==> src/rtl/serial_alu_ctrl.sv <==
// Bit-serial ALU sequencer: latches two WIDTH-bit operands and an opcode,
// then drives a 1-bit ALU slice LSB first, rippling the carry through a flop
// and collecting result bits into a shift register.

// 1-bit ALU slice: c selects pass a / a+b+cin / a AND b / NOT a.
module alu (
  output logic       out,
  output logic       cout,
  input  logic [1:0] c,
  input  logic       a,
  input  logic       b,
  input  logic       cin
);

  // Slice function; cout is the full-adder carry regardless of c
  always_comb begin
    out  = a;
    cout = (a & b) | (cin & (a ^ b));
    case (c)
      2'b00:   out = a;
      2'b01:   out = a ^ b ^ cin;
      2'b10:   out = a & b;
      default: out = ~a;
    endcase
  end

endmodule

module serial_alu_ctrl #(
  parameter int WIDTH = 8
) (
  input  logic             clk,
  input  logic             reset,
  input  logic             start,
  input  logic [1:0]       op,
  input  logic [WIDTH-1:0] a_in,
  input  logic [WIDTH-1:0] b_in,
  output logic             busy,
  output logic             done,
  output logic [WIDTH-1:0] result,
  output logic             carry_out
);

  localparam int CNT_W = (WIDTH > 2) ? $clog2(WIDTH) : 1;

  typedef enum logic [1:0] {
    IDLE  = 2'd0,
    SHIFT = 2'd1,
    DONE  = 2'd2
  } state_t;

  state_t           state_q;
  state_t           state_d;
  logic [WIDTH-1:0] a_sh;
  logic [WIDTH-1:0] b_sh;
  logic [WIDTH-1:0] r_sh;
  logic [1:0]       op_q;
  logic             carry_q;
  logic [CNT_W-1:0] cnt;
  logic             last_bit;
  logic             alu_out;
  logic             alu_cout;

  assign last_bit = (cnt == CNT_W'(WIDTH - 1));

  alu u_alu (
    .out  (alu_out),
    .cout (alu_cout),
    .c    (op_q),
    .a    (a_sh[0]),
    .b    (b_sh[0]),
    .cin  (carry_q)
  );

  // State register
  always_ff @(posedge clk) begin
    if (reset) state_q <= IDLE;
    else       state_q <= state_d;
  end

  // Next-state and status outputs
  always_comb begin
    state_d = state_q;
    busy    = 1'b0;
    done    = 1'b0;
    case (state_q)
      IDLE: begin
        if (start) state_d = SHIFT;
      end
      SHIFT: begin
        busy = 1'b1;
        if (last_bit) state_d = DONE;
      end
      DONE: begin
        busy    = 1'b1;
        done    = 1'b1;
        state_d = IDLE;
      end
      default: state_d = IDLE;
    endcase
  end

  // Operand capture, bit-serial shifting and result publication
  always_ff @(posedge clk) begin
    if (reset) begin
      a_sh      <= '0;
      b_sh      <= '0;
      r_sh      <= '0;
      op_q      <= 2'b00;
      carry_q   <= 1'b0;
      cnt       <= '0;
      result    <= '0;
      carry_out <= 1'b0;
    end else begin
      case (state_q)
        IDLE: begin
          if (start) begin
            a_sh    <= a_in;
            b_sh    <= b_in;
            op_q    <= op;
            r_sh    <= '0;
            carry_q <= 1'b0;
            cnt     <= '0;
          end
        end
        SHIFT: begin
          a_sh    <= {1'b0, a_sh[WIDTH-1:1]};
          b_sh    <= {1'b0, b_sh[WIDTH-1:1]};
          r_sh    <= {alu_out, r_sh[WIDTH-1:1]};
          carry_q <= alu_cout;
          cnt     <= cnt + CNT_W'(1);
          // Publish only the complete word so result never shows partials
          if (last_bit) begin
            result    <= {alu_out, r_sh[WIDTH-1:1]};
            carry_out <= (op_q == 2'b01) & alu_cout;
          end
        end
        default: ;
      endcase
    end
  end

endmodule

==> config.mk <==
export PLATFORM = sky130hd
export DESIGN_NAME = serial_alu_ctrl
export DESIGN_NICKNAME = d
export VERILOG_FILES = /design/src/rtl/serial_alu_ctrl.sv
export SDC_FILE = /design/constraint.sdc
export NUM_CORES = 1
export LEC_CHECK = 0
export CAP_MARGIN = 10
export CORE_MARGIN = 2
export CORE_UTILIZATION = 45
export DETAILED_ROUTE_END_ITERATION = 16
export PLACE_DENSITY = 0.7
export SYNTH_ARGS = -nofsm -noshare
export SYNTH_HDL_FRONTEND = slang
export SYNTH_SLANG_ARGS = --single-unit
export TNS_END_PERCENT = 100
==> constraint.sdc <==
create_clock -name clk -period 2 [get_ports clk]
set_input_delay 0.2 -clock clk [delete_from_list [all_inputs] [get_ports clk]]
set_output_delay 0.2 -clock clk [all_outputs]
set_load 0.005 [all_outputs]
=== Word level (Yosys, flattened, before mapping) ===
Index checks and enable logic that the tools add are counted.

* Bits in registers: 41
* Bits of input ports: 21
* Output and inout bits: 11

* Add/subtract/negate cells: 1
* Equality and inequality tests: 7
* Mux-type cells: 16
* Bitwise logic cells: 7
* Reduce and logical (&&, ||, !) cells: 8

{| class="wikitable"
|+ Operator list
! kind !! number
|-
| $pmux W8 S2 || 3
|-
| $mux W8 || 3
|-
| $reduce_and A2 Y1 || 4
|-
| $pmux W3 S2 || 1
|-
| $eq A2 B1 Y1 const B || 2
|-
| $eq A2 B2 Y1 const B || 2
|-
| $logic_not A2 Y1 || 2
|-
| $mux W2 || 2
|-
| $ne A2 B2 Y1 const B || 2
|-
| $pmux W2 S2 || 1
|-
| $add A3 B1 Y3 const B || 1
|-
| $and A1 B1 Y1 || 3
|-
| $eq A3 B3 Y1 const B || 1
|-
| $mux W1 || 3
|-
| $mux W3 || 1
|-
| $pmux W1 S3 || 1
|-
| $pmux W1 S2 || 1
|-
| $reduce_bool A2 Y1 || 1
|-
| $reduce_or A2 Y1 || 1
|-
| $xor A1 B1 Y1 || 2
|-
| $not A1 Y1 || 1
|-
| $or A1 B1 Y1 || 1
|}

=== Depth between registers and ports, before layout ===
Gate-level depths: netlist of run 1.

* Word-level depth: 4
* Mapped depth: 7
* Depth with buffers taken out: 5

=== By module ===
From an unflattened synthesis of run 1, not the netlist that was laid out.

* Cells, all modules: 188
* Area total of the unflattened synthesis: 1825.5 sq um

{| class="wikitable"
|+ By module, submodules not included
! module !! times used !! cells each !! area an instance (sq um) !! seq. area each (sq um)
|-
| serial_alu_ctrl || 1 || 176 || 1745.4 || 800.8
|-
| alu || 1 || 12 || 80.1 || 0.0
|}

=== Least setup slack after synthesis of run 1 ===
No wires, ideal clock.

* Path type: register to register
* Start point: register state_q[0]
* End point: register a_sh[1]
* Arrival time: 1.393 ns
* Required time: 1.860 ns
* Setup slack: 0.466 ns
* Cell stages (with the launch flop): 8
* Buffers on the path: 2
* Cell sequence: dfxtp_1 > inv_1 > ha_1 > buf_6 > mux2_4 > buf_6 > nor2_1 > a211oi_2

* Longest elaborated chain between the ends: 3

{| class="wikitable"
|+ Ends and longest elaborated chain
! item !! RTL line !! source
|-
| start: declaration || 52 || <nowiki>state_t state_q;</nowiki>
|-
| start signal: assignment || 78 || <nowiki>else state_q <= state_d;</nowiki>
|-
| $eq A2 B1 Y1 / $logic_not A2 Y1 (equally long branches) || 115 || <nowiki>case (state_q)</nowiki>
|-
| $reduce_bool A2 Y1 (no source line) / $ne A2 B2 Y1 (equally long branches) || n/a ||
|-
| $reduce_and A2 Y1 (no source line) || n/a ||
|-
| end signal: assignment || 118 || <nowiki>a_sh <= a_in;</nowiki>
|-
| end signal: assignment || 127 || <nowiki>a_sh <= {1'b0, a_sh[WIDTH-1:1]};</nowiki>
|-
| end: declaration || 54 || <nowiki>logic [WIDTH-1:0] a_sh;</nowiki>
|}

Several ways; a longest one is shown, not always the timed one.
A chain may end at the register's enable or synchronous reset.

=== Final worst setup path of run 1 ===
* Start point: register state_q[1]
* End point: register b_sh[5]

* Longest elaborated chain between the ends: 3

{| class="wikitable"
|+ Ends and longest elaborated chain
! item !! RTL line !! source
|-
| $eq A2 B1 Y1 / $logic_not A2 Y1 (equally long branches) || 115 ||
|-
| $reduce_bool A2 Y1 (no source line) / $ne A2 B2 Y1 (equally long branches) || n/a ||
|-
| $reduce_and A2 Y1 (no source line) || n/a ||
|-
| end signal: assignment || 119 || <nowiki>b_sh <= b_in;</nowiki>
|-
| end signal: assignment || 128 || <nowiki>b_sh <= {1'b0, b_sh[WIDTH-1:1]};</nowiki>
|-
| end: declaration || 55 || <nowiki>logic [WIDTH-1:0] b_sh;</nowiki>
|}

Several ways; a longest one is shown, not always the timed one.

==> summary.md, run 1 <==
| Metric | Value |
|---|---|
| Maxcap violations | 0 |
| Starting Density | 0.465 |
| CP Class | flip-flop to flip-flop |
| Sink Count | 40 |
| Antenna violations before repair | 0 |
| Critical path arrival | a little under 2 ns |
| Die Ht | 68.1 um |
| RSZ-0062 raised after global routing | no |
| Most frequent cell after synthesis | dfxtp_1 |
| Most frequent cells after synthesis | dfxtp_1, nor2_1, nand2_1 |
| Final GP Congestion | 0.781 |
| Fin nets | about 250 |
| Path type of the worst min-delay path | flip-flop to flip-flop |
| Slew @ Worst Pin | around 0.54 ns |
| Crit path launch type | flip-flop |
| Crit path depth | 5 |
| Area fraction of the dominant cell type after synthesis | 0.433 |
| # setup viols final | 0 |
| Routed Antenna Nets | 0 |
| CP Buf/Inv Count | 1 |
| Total Power | 0.00275 W |
| Hold Vio Cnt, Final | 0 |
| Total grt overflow | 0 |
| Avg WL per Cell | roughly 14 um |
| Number of flops mapped to enable cells by yosys | 0 |
| Met2 Usage GRT | 0.309 |
| Die width | between 60 and 70 um |
| Via count | between 1000 and 1500 |
| Slew Limit Fails | 0 |
| Seq cells post-synth | 40 |
| Setup crit end kind | flip-flop |
| Syn avg cell area | just under 10 um2 |
| Port Buffer Count | 31 |
| Post-CTS setup buffers | 0 |
| # rows | 23 |
| Largest net degree at the start of global routing | 29 |
| Synthesis-to-layout area growth | 22.2% |
| GR Util met1 | 0.229 |
| Leak Pwr | about 0.8 nW |
| Peak supply drop | 0.540 mV |
| Slew HR | 0.640 |
| Flop pwr share | 0.389 |
| Crit-path leading delay family | multiplexers |
| Cts bufs inserted | 5 |
| Via/cell ratio | 5.42 |
| Syn Nets | around 220 |
| Netlist cell types | 29 |
| Final setup skew | 0.00555 ns |
| Maximum net fanout on the critical path | 28 |
| PostCTS Resize Cnt | 0 |
| Cts hold-fix bufs | 0 |
| Clock power frac | 0.201 |
| Number of global-route vias before repair | about 1500 |
| Worst skew pair latency | around 0.29 ns |
| Diode count | 0 |
| Cells after synthesis | ~190 |
| Die area | between 4000 and 5000 um2 |
| Total wire length | 3890 um |
| DR iter-0 viols | 66 |
| Outcome | finished, final reports clean |
| Post-Synthesis Cell Area | 1850 um2 |
| Fraction of layout cells with a size suffix above 1 | 0.142 |
| Worst hold stages | 2 |
| Gate power share | 0.411 |
| Largest area contributor in the netlist | dfxtp_1 |
| Root buf cell | clkbuf_8 |
| DRT Pass-1 Iters | 4 |
| Period minus WS final | approximately 1.8 ns |
| Sw frac | 0.373 |
| Cell chain of the critical path | inv_1 > ha_1 > mux2_4 > nor2_1 > a211oi_2 |
| Register area share after synthesis | 0.433 |
| First-pass GRT wire length | roughly 6400 um |
| HPWL Detailed | 2740 um |
| GR peak layer | met2 |
| R2R depth | 5 |
| Ports | 32 |
| Syn. warnings | 0 |
| PD cells | 1220 nW/um2 |
| Slowest cell delay on critical path | between 0.4 and 0.5 ns |
| GR Util All Layers | 0.188 |
| Psw | a little over 0.001 W |
| M3 GR Usage | 0.0477 |
| Period utilization | 0.881 |
| Async SR Flop Fraction | 0 |
| Maximum root-to-sink buffer count | 2 |
| Remaining DRCs | 0 |
| Fmax | between 500 and 600 MHz |
| Top cells by area, synth | dfxtp_1, a211oi_2, mux2i_1 |
| Int Pwr | between 0.0015 and 0.002 W |
| Cell with the largest stage delay on the worst path | mux2_4 |
| Clock slew at reported path FFs | around 0.080 ns |
| Most used DFF post-synth | dfxtp_1 |
| Core Region | around 4000 um2 |
| CTS tree | built |
| H-tree depth | 2 |
| Total negative slack | 0 ns |
| Worst Path Required | 2.21 ns |
sequential cells by signal (all words and copies together) (netlist names):
name and cells:
state_q 2, carry_q 1, result 8, a_sh 8, r_sh 7, cnt 3
op_q 2, carry_out 1, b_sh 8
metrics by stage:
stage	std cells	utilization	worst slack [ns]	cell area, um2	hold WS, ns
after floorplan	189	-	0.466	1850	0.347
after global placement	261	0.545	0.384	2170	0.444
after detailed placement	261	0.545	0.272	2170	0.447
after CTS	269	0.569	0.240	2260	0.459
after global routing	269	0.569	0.0893	2260	0.474
final	269	0.569	0.237	2260	0.455
layer usage:
layer,routed length [um],share of wire
met1,1810,0.46
met2,1840,0.47
met3,159,0.041
met4,82,0.021
met5,0,0
cell type report:
type                    instances  area [um2]
multi-input cells             133         947
well taps                      50        62.6
flip-flops and latches         40         801
clock buffers                   6        82.6
repair buffers                 36         348
clock inverters                 2        10.0
inverters                       2        7.51
fillers                       354        1710
power groups by stage:
stage / clock [W] / combinational, W / sequential, W
finish: 0.000551 / 0.00113 / 0.00107
global route: 0.000613 / 0.00123 / 0.00109
CTS: 0.000569 / 0.00113 / 0.00107
detailed placement: 0 / 0.00112 / 0.00108
global placement: 0 / 0.00106 / 0.00107
floorplan: 0 / 0.000965 / 0.00105
worst paths after layout:
kind / to / start / slack (ns)
setup reg to reg: b_sh[5] / state_q[1] / 0.24
hold reg to reg: result[5] / result[5] / 0.45
setup / recovery: b_sh[5] / state_q[1] / 0.24
hold / removal: result[5] / result[5] / 0.45
worst reg2reg max path, stage by stage (launching register included):
cell      delay [ns]
dfxtp_1         0.34
inv_1           0.13
ha_1            0.42
mux2_4          0.48
nor2_1          0.11
a211oi_2        0.22
layout by cell type, fill, tap and decap left out, types with 2 or more instances in the layout:
cell	n
a211oi_2	14
a21oi_1	12
a22oi_1	2
a32oi_1	10
buf_4	5
clkbuf_8	6
clkdlybuf4s50_1	31
clkinv_2	2
dfxtp_1	40
ha_1	8
inv_1	2
mux2i_1	15
nand2_1	22
nand2b_1	2
nand3_1	4
nand3b_1	3
nor2_1	26
nor2b_1	3
o21ai_0	4
kinds of logic after synthesis:
kind of cell,Yosys count,share of synthesized area
fa+ha+maj,9,0.0650
flops,40,0.433
simple gates,64,0.154
mux,17,0.0955
buf+inv,16,0.0542
compound gates,43,0.198
(Power assumes the default switching activity.)
==> run 2: changes to the inputs <==
--- a/config.mk
+++ b/config.mk
@@ -8,6 +8,7 @@
 export CAP_MARGIN = 10
 export CORE_MARGIN = 2
 export CORE_UTILIZATION = 45
+export CTS_CLUSTER_SIZE = 16
 export DETAILED_ROUTE_END_ITERATION = 16
 export PLACE_DENSITY = 0.7
 export SYNTH_ARGS = -nofsm -noshare
==> results of run 2 <==
Final layout, timing and power as in run 1 (identical DEF).
